`config.mk`:
```
export PLATFORM = sky130hd
export DESIGN_NAME = arya_host_loader
export DESIGN_NICKNAME = d
export VERILOG_FILES = /design/src/rtl/arya_loader_pkg.sv /design/src/rtl/arya_host_loader.sv
export SDC_FILE = /design/constraint.sdc
export NUM_CORES = 1
export LEC_CHECK = 0
export CORE_MARGIN = 2
export CORE_UTILIZATION = 35
export DETAILED_ROUTE_END_ITERATION = 16
export GPL_TIMING_DRIVEN = 0
export PLACE_DENSITY = 0.69
export SYNTH_ARGS = -nofsm -noshare
export SYNTH_HDL_FRONTEND = slang
export SYNTH_SLANG_ARGS = --single-unit
```
`constraint.sdc`:
```
create_clock -name clk -period 1.77 [get_ports clk]
set_input_delay 0.2655 -clock clk [delete_from_list [all_inputs] [get_ports clk]]
set_output_delay 0.2655 -clock clk [all_outputs]
set_load 0.01 [all_outputs]
```
`src/rtl/arya_loader_pkg.sv`:
```
// Shared definitions for the host loader: opcode and state encodings plus
// default widths for the core memory debug port.
package arya_loader_pkg;

  localparam int DEF_DATA_W = 64;
  localparam int DEF_ADDR_W = 10;

  typedef enum logic [1:0] {
    OP_WRITE  = 2'd0,
    OP_VERIFY = 2'd1,
    OP_RUN    = 2'd2,
    OP_HALT   = 2'd3
  } op_e;

  typedef enum logic [2:0] {
    ST_IDLE,
    ST_WRITE,
    ST_VADDR,
    ST_VCMP,
    ST_CRST,
    ST_RUN
  } state_e;

  // Commands that touch core memory and are therefore illegal while the core runs.
  function automatic logic is_mem_op(input op_e op);
    return (op == OP_WRITE) || (op == OP_VERIFY);
  endfunction

endpackage

```
`src/rtl/arya_host_loader.sv`:
```
// Host-side loader: writes and verifies core memory through the debug port,
// then starts/stops the core and counts its run cycles.
module arya_host_loader
  import arya_loader_pkg::*;
#(
  parameter int DATA_W = DEF_DATA_W,
  parameter int ADDR_W = DEF_ADDR_W
) (
  input  logic              clk,
  input  logic              reset,
  input  logic              cmd_valid,
  input  logic [1:0]        cmd_op,
  input  logic [ADDR_W-1:0] cmd_addr,
  input  logic [DATA_W-1:0] cmd_data,
  output logic              cmd_ready,
  input  logic [DATA_W-1:0] core_mem_data,
  output logic              core_en,
  output logic              core_reset,
  output logic              setup_mem,
  output logic              verify_mem,
  output logic [ADDR_W-1:0] mem_addr,
  output logic [DATA_W-1:0] mem_data,
  output logic              done,
  output logic              match,
  output logic [DATA_W-1:0] last_rd_data,
  output logic [15:0]       mismatch_count,
  output logic [31:0]       cycle_count,
  output logic              err
);

  state_e              r_state;
  state_e              w_next;
  logic [ADDR_W-1:0]   r_addr;
  logic [DATA_W-1:0]   r_data;
  logic                r_done;
  logic                r_match;
  logic [DATA_W-1:0]   r_last_rd_data;
  logic [15:0]         r_mismatch_count;
  logic [31:0]         r_cycle_count;
  logic                r_err;

  op_e                 w_op;
  logic                w_accept;
  logic                w_idle_accept;
  logic                w_illegal;
  logic                w_mismatch;

  assign w_op          = op_e'(cmd_op);
  assign w_accept      = cmd_valid && cmd_ready;
  assign w_idle_accept = w_accept && (r_state == ST_IDLE);
  assign w_illegal     = w_accept && (r_state == ST_RUN) && is_mem_op(w_op);
  assign w_mismatch    = (r_state == ST_VCMP) && (core_mem_data != r_data);

  // NOTE: every signal assigned in always_comb gets a default first so no path
  // leaves it unassigned, which would otherwise infer a latch.
  always_comb begin
    w_next = r_state;
    case (r_state)
      ST_IDLE: begin
        if (w_accept) begin
          case (w_op)
            OP_WRITE:  w_next = ST_WRITE;
            OP_VERIFY: w_next = ST_VADDR;
            OP_RUN:    w_next = ST_CRST;
            default:   w_next = ST_IDLE;
          endcase
        end
      end
      ST_WRITE: w_next = ST_IDLE;
      ST_VADDR: w_next = ST_VCMP;
      ST_VCMP:  w_next = ST_IDLE;
      ST_CRST:  w_next = ST_RUN;
      ST_RUN: begin
        // Only HALT leaves RUN; memory ops just raise err, RUN is ignored.
        if (w_accept && (w_op == OP_HALT)) begin
          w_next = ST_IDLE;
        end
      end
      default: w_next = ST_IDLE;
    endcase
  end

  always_comb begin
    cmd_ready  = (r_state == ST_IDLE) || (r_state == ST_RUN);
    core_en    = (r_state == ST_RUN);
    core_reset = (r_state == ST_CRST);
    setup_mem  = (r_state == ST_WRITE);
    verify_mem = (r_state == ST_VADDR) || (r_state == ST_VCMP);
    mem_addr   = '0;
    mem_data   = '0;
    if (setup_mem) begin
      mem_addr = r_addr;
      mem_data = r_data;
    end else if (verify_mem) begin
      mem_addr = r_addr;
    end
  end

  // NOTE: sequential state uses non-blocking assignments so every register
  // samples pre-edge values regardless of statement order.
  always_ff @(posedge clk) begin
    if (reset) begin
      r_state          <= ST_IDLE;
      r_addr           <= '0;
      r_data           <= '0;
      r_done           <= 1'b0;
      r_match          <= 1'b0;
      r_last_rd_data   <= '0;
      r_mismatch_count <= '0;
      r_cycle_count    <= '0;
      r_err            <= 1'b0;
    end else begin
      r_state <= w_next;
      r_done  <= (r_state == ST_VCMP);

      // Fields are captured once so later cmd_* changes cannot disturb the op.
      if (w_idle_accept) begin
        r_addr <= cmd_addr;
        r_data <= cmd_data;
      end

      if (r_state == ST_VCMP) begin
        r_last_rd_data <= core_mem_data;
        r_match        <= !w_mismatch;
      end

      if (w_mismatch && (r_mismatch_count != 16'hFFFF)) begin
        r_mismatch_count <= r_mismatch_count + 16'd1;
      end

      if (w_idle_accept && (w_op == OP_RUN)) begin
        r_cycle_count <= '0;
      end else if (r_state == ST_RUN) begin
        r_cycle_count <= r_cycle_count + 32'd1;
      end

      if (w_illegal) begin
        r_err <= 1'b1;
      end
    end
  end

  assign done           = r_done;
  assign match          = r_match;
  assign last_rd_data   = r_last_rd_data;
  assign mismatch_count = r_mismatch_count;
  assign cycle_count    = r_cycle_count;
  assign err            = r_err;

endmodule

```
Word level (Yosys, flattened, before mapping) --
Index checks and enable logic that the tools add are counted.
Word-level totals: bits in registers 192, latch bits 0, RAM bits 0, bits in read-only memories 0, bits of input ports 143, output and inout port bits 194, logic and storage cells 46, memories kept 0
Operators by class: add/sub/neg operators 2, $mul 0, div/mod/pow operators 0, order comparisons 0, equal/unequal tests 12, shift operators 0, mux-type cells 7, bitwise operators 0, reductions and logical operators 16
Operator list (count):
- 64-bit two-way mux | 1
- 64-bit inequality test | 1
- 32-bit by 1-bit adder with 32-bit output, second input constant | 1
- 10-bit two-way mux | 2
- 16-bit by 1-bit adder with 16-bit output, second input constant | 1
- 16-bit inequality test, second input constant | 1
- 3-bit one-hot mux with 4 select lines | 1
- 3-bit one-hot mux with 3 select lines | 1
- 1-bit logical AND | 8
- 3-bit by 2-bit == test with 1-bit output, second input constant | 2
- 3-bit == test, second input constant | 2
- 3-bit two-way mux | 2
- 2-bit == test, second input constant | 2
- 3-bit by 1-bit == test with 1-bit output, second input constant | 1
- 3-bit logical NOT | 1
- 1-bit logical OR | 3
- 2-bit by 1-bit == test with 1-bit output, second input constant | 1
- 2-bit logical NOT | 1
- 2-bit by 1-bit inequality test with 1-bit output, second input constant | 1
- 2-bit inequality test, second input constant | 1
- 2-bit AND reduction | 1
- 2-bit OR reduction | 1
- 1-bit logical NOT | 1

Logic depth before layout (Yosys ltp) --
depth in word-level cells 6, mapped depth 8, depth with buffers taken out 6

Least setup slack after synthesis --
OpenSTA, ideal clock, no wires.
path type register -> register, start point register r_data[32], end point register r_mismatch_count[0], in the netlist mismatch_count[0], setup time 121 ps, data arrival time 1773 ps, data required time 1649 ps, setup slack -125 ps, stages on the path, launching flop included 8, path buffers 1, clock period less this slack 1895 ps, cell sequence dfxtp_1 -> xor2_1 -> nor4_1 -> nand4_1 -> nor4_4 -> buf_6 -> nor2_2 -> mux2_4
On the way: longest elaborated chain between the ends 3
Ends and longest elaborated chain:
- from (decl) | RTL line arya_host_loader.sv:34 | logic [DATA_W-1:0] r_data;
- from (signal assigned) | RTL line arya_host_loader.sv:119 | r_data <= cmd_data;
- 64-bit inequality test | RTL line arya_host_loader.sv:52 | assign w_mismatch = (r_state == ST_VCMP) && (core_mem_data != r_data);
- 1-bit logical AND | RTL line arya_host_loader.sv:52
- 1-bit logical AND | RTL line arya_host_loader.sv:127 | if (w_mismatch && (r_mismatch_count != 16'hFFFF)) begin
- to (signal assigned) | RTL line arya_host_loader.sv:128 | r_mismatch_count <= r_mismatch_count + 16'd1;
- to (decl) | RTL line arya_host_loader.sv:38 | logic [15:0] r_mismatch_count;
Every way passes these cells. A chain may end at the register's enable or synchronous reset.

Worst setup path after layout --
start point register r_data[57], end point register r_mismatch_count[3], in the netlist mismatch_count[3]
The elaborated chain is that of the path after synthesis.

==> impl_metrics.csv <==
group,metric,value,unit
critical_path,crit_arrival,2.57,ns
cts,tritoncts,"done",
power,intPower,7.280,mW
critical_path,cp.required,2.10,ns
sta,rsz0062_at_grt,"true",
sta,setup_viol,132,
synthesis,synthFlopType,"dfxtp_1",
route,dr.pass1.iters,4,
place,hpwl,25500,um
cts,clk_latency,0.44,ns
cts,clkSlewWorstSetupHoldPaths,0.08,ns
final_layout,syn_to_final_growth,80.11,%
synthesis,ys_seq_elements,192,
cts,h-tree-depth,4,
job,drv_cap,0,
final_layout,layout-drive-gt1-share,33.73,%
sta,slew_violations,0,
cts,clkSinkCount,192,
power,switching_share,29.00,%
min_path,hp-class,"input port to flip-flop",
final_layout,insertedDiodeCount,0,
synthesis,synthCells,1066,
grt,grt_pass1_vias,8753,
sta,hold_viol_final,0,
final_layout,finalCoreUtilization,63.65,%
place,gp_congestion,0.8956,
sta,fin_hold_ws,0.1778,ns
route,wire_per_inst,20.29,um
route,route.detailed.drc,0,
final_layout,layout_common_cells,"clkdlybuf4s50_1, nand2_1, dfxtp_1, buf_6, a21oi_1",
power,netSwitchingPower,2.974,mW
synthesis,async_flop_share,0,%
sta,worst_pin_slew,0.6425,ns
synthesis,syn_area,8518,um2
sta,tns,-30.38,ns
power,p_per_area,668.4,nW/um2
power,p_seq_share,44.9,%
critical_path,cp-end-kind,"flip-flop",
grt,grt_overflow,0,
run_status,violations,"setup timing",
final_layout,fin_area,15340,um2
route,vias,9251,
synthesis,synthDistinctLibCells,48,
synthesis,synth_enable_flop_cells,0,
synthesis,synth_fp_nets,1211,
run_status,run_status,"finished, violations left",
power,clockPowerShare,37.2,%
final_layout,nets,1651,
grt,track_usage,26.29,%
die,die_w,160.0,um
cts,cts_buffers,17,
sta,timing.final.ws_setup,-0.4707,ns
grt,grt_antenna_before_repair,1,
critical_path,critPathMaxFanout,5,
final_layout,multiInputGateArea,5321,um2
power,combPwrFrac,18.0,%
sta,min_period,2.241,ns
final_layout,n_fill_cell,2051,
route,viasPerCell,5.022,
route,drt.antenna.violating_nets,0,
cts,cts.path.max_buffers,2,
place,dp.cells,1726,
final_layout,register_area,3892,um2
grt,grt_max_degree,19,
power,leakagePower,6.025,nW
die,core_region_area,24110,um2
critical_path,critPathKind,"flip-flop to flip-flop",
sta,slew_headroom,57.16,%
synthesis,yosysWarnings,0,
die,die_area,25600,um2
synthesis,yosysSeqAreaShare,45.12,%
die,ios,337,
synthesis,synth.avg_cell_area,7.991,um2
route,wl,37380,um
die,placementRows,57,
final_layout,final_cells,1842,
sta,fin_worst_skew,0.01535,ns
power,ir_drop,604.0,uV
die,start_util,35.34,%
grt,grt_pass1_wl,51320,um
sta,min_period_over_period,126.6,%
cts,hold_buffers,0,
die,die_h,160.0,um
place,numPortBuffers,336,
sta,max_freq,446.3,MHz
cts,clockRootBuffer,"clkbuf_16",
critical_path,worst_setup_path_start_kind,"flip-flop",
place,post_dp_cell_area,12300,um2
route,drtIter0Drc,447,
final_layout,final_common_cell,"clkdlybuf4s50_1",
[Yosys cell counts (all sizes together), types with 4 or more instances]
| library cell | number | area, um2 |
|---|---|---|
| a21oi | 149 | 745.7 |
| and2 | 79 | 494.2 |
| and3 | 8 | 50.05 |
| and4 | 6 | 52.55 |
| buf | 11 | 63.81 |
| clkbuf | 55 | 206.5 |
| dfxtp | 192 | 3844 |
| inv | 4 | 15.01 |
| mux2 | 8 | 120.1 |
| nand2 | 300 | 1134 |
| nand3 | 17 | 85.08 |
| nand4 | 18 | 125.1 |
| nor2 | 49 | 186.4 |
| nor2b | 10 | 62.56 |
| nor3 | 9 | 65.06 |
| nor4 | 20 | 161.4 |
| o21ai | 7 | 35.03 |
| or3 | 7 | 43.79 |
| xnor2 | 7 | 61.31 |
| xor2 | 86 | 753.2 |
[final cells by class]
cell class                      count  share of cell area (%)
Buffer                             63                   4.102
Multi-Input combinational cell    804                   34.68
Tap cell                          324                   2.642
Clock buffer                       18                   2.863
Clock inverter                     13                  0.7748
Timing Repair Buffer              424                   29.47
Inverter                            4                 0.09786
Sequential cell                   192                   25.37
[what timing repair did]
action	CTS	global route
cloned	5	11
endpoints found under the setup margin	264	226
pin swaps	38	97
gates resized for setup	580	340
setup buffers	35	43
[critical path, cell delays in order (launching register included)]
cell and delay, ns:
dfxtp_1 0.36, xor2_1 0.21, nor4_1 0.43, nand4_1 0.23, nor4_4 0.19, buf_6 0.19, buf_12 0.15, nor4b_4 0.05
mux2_4 0.29
[metal layers]
metal | routed length, um | vias to the layer above | GRT usage (%)
met4 | 1046 | 2 | 9.582
li1 | - | 4387 | -
met5 | 13 | - | 0
met1 | 15740 | 4511 | 32.77
met3 | 2037 | 61 | 6.182
met2 | 18550 | 290 | 44.41
[power groups by stage]
| stage | clock network (mW) | logic, mW | registers (mW) |
|---|---|---|---|
| floorplan | 0 | 0.562 | 4.65 |
| global placement | 0 | 1.32 | 4.67 |
| detailed placement | 0 | 1.32 | 4.68 |
| CTS | 3.84 | 1.59 | 4.59 |
| global route | 4.00 | 1.95 | 4.62 |
| finish | 3.81 | 1.84 | 4.60 |
[stage by stage]
step                power, mW  setup WS (ns)
floorplan               5.212        -0.1078
global placement        5.987         -1.433
detailed placement      5.999         -1.439
CTS                     10.01        -0.4550
global route            10.56        -0.4932
finish                  10.25        -0.4707
[cell families (layout without fill, tap and decap cells)]
family	count (synthesis)	count (layout)	share of synthesized area (%)
adder cells (fa/ha/maj)	2	2	0.2937
multiplexers	10	10	1.645
XOR/XNOR	93	93	9.562
AO/OA/AOI/OAI	164	164	9.944
flip-flops	192	192	45.12
buffers and inverters	70	522	3.349
AND/OR/NAND/NOR	535	535	30.08
[state kept, by name (all words and copies together) (netlist names)]
name,cells
r_data,64
last_rd_data,64
err,1
r_state,3
cycle_count,32
done,1
mismatch_count,16
r_addr,10
match,1
[worst paths after layout]
kind / from / to / slack (ns) / cells past startpoint
worst max-delay path: r_data[57]$_SDFFE_PP0N_ / mismatch_count[3]$_SDFFE_PP0P_ / -0.47 / 8
worst min-delay path: core_mem_data[20] / last_rd_data[20]$_SDFFE_PP0P_ / 0.18 / 3
worst max register to register: r_data[57]$_SDFFE_PP0N_ / mismatch_count[3]$_SDFFE_PP0P_ / -0.47 / 8
worst min register to register: last_rd_data[33]$_SDFFE_PP0P_ / last_rd_data[33]$_SDFFE_PP0P_ / 0.45 / 2
Note: power is estimated with default switching activity, not from simulation.
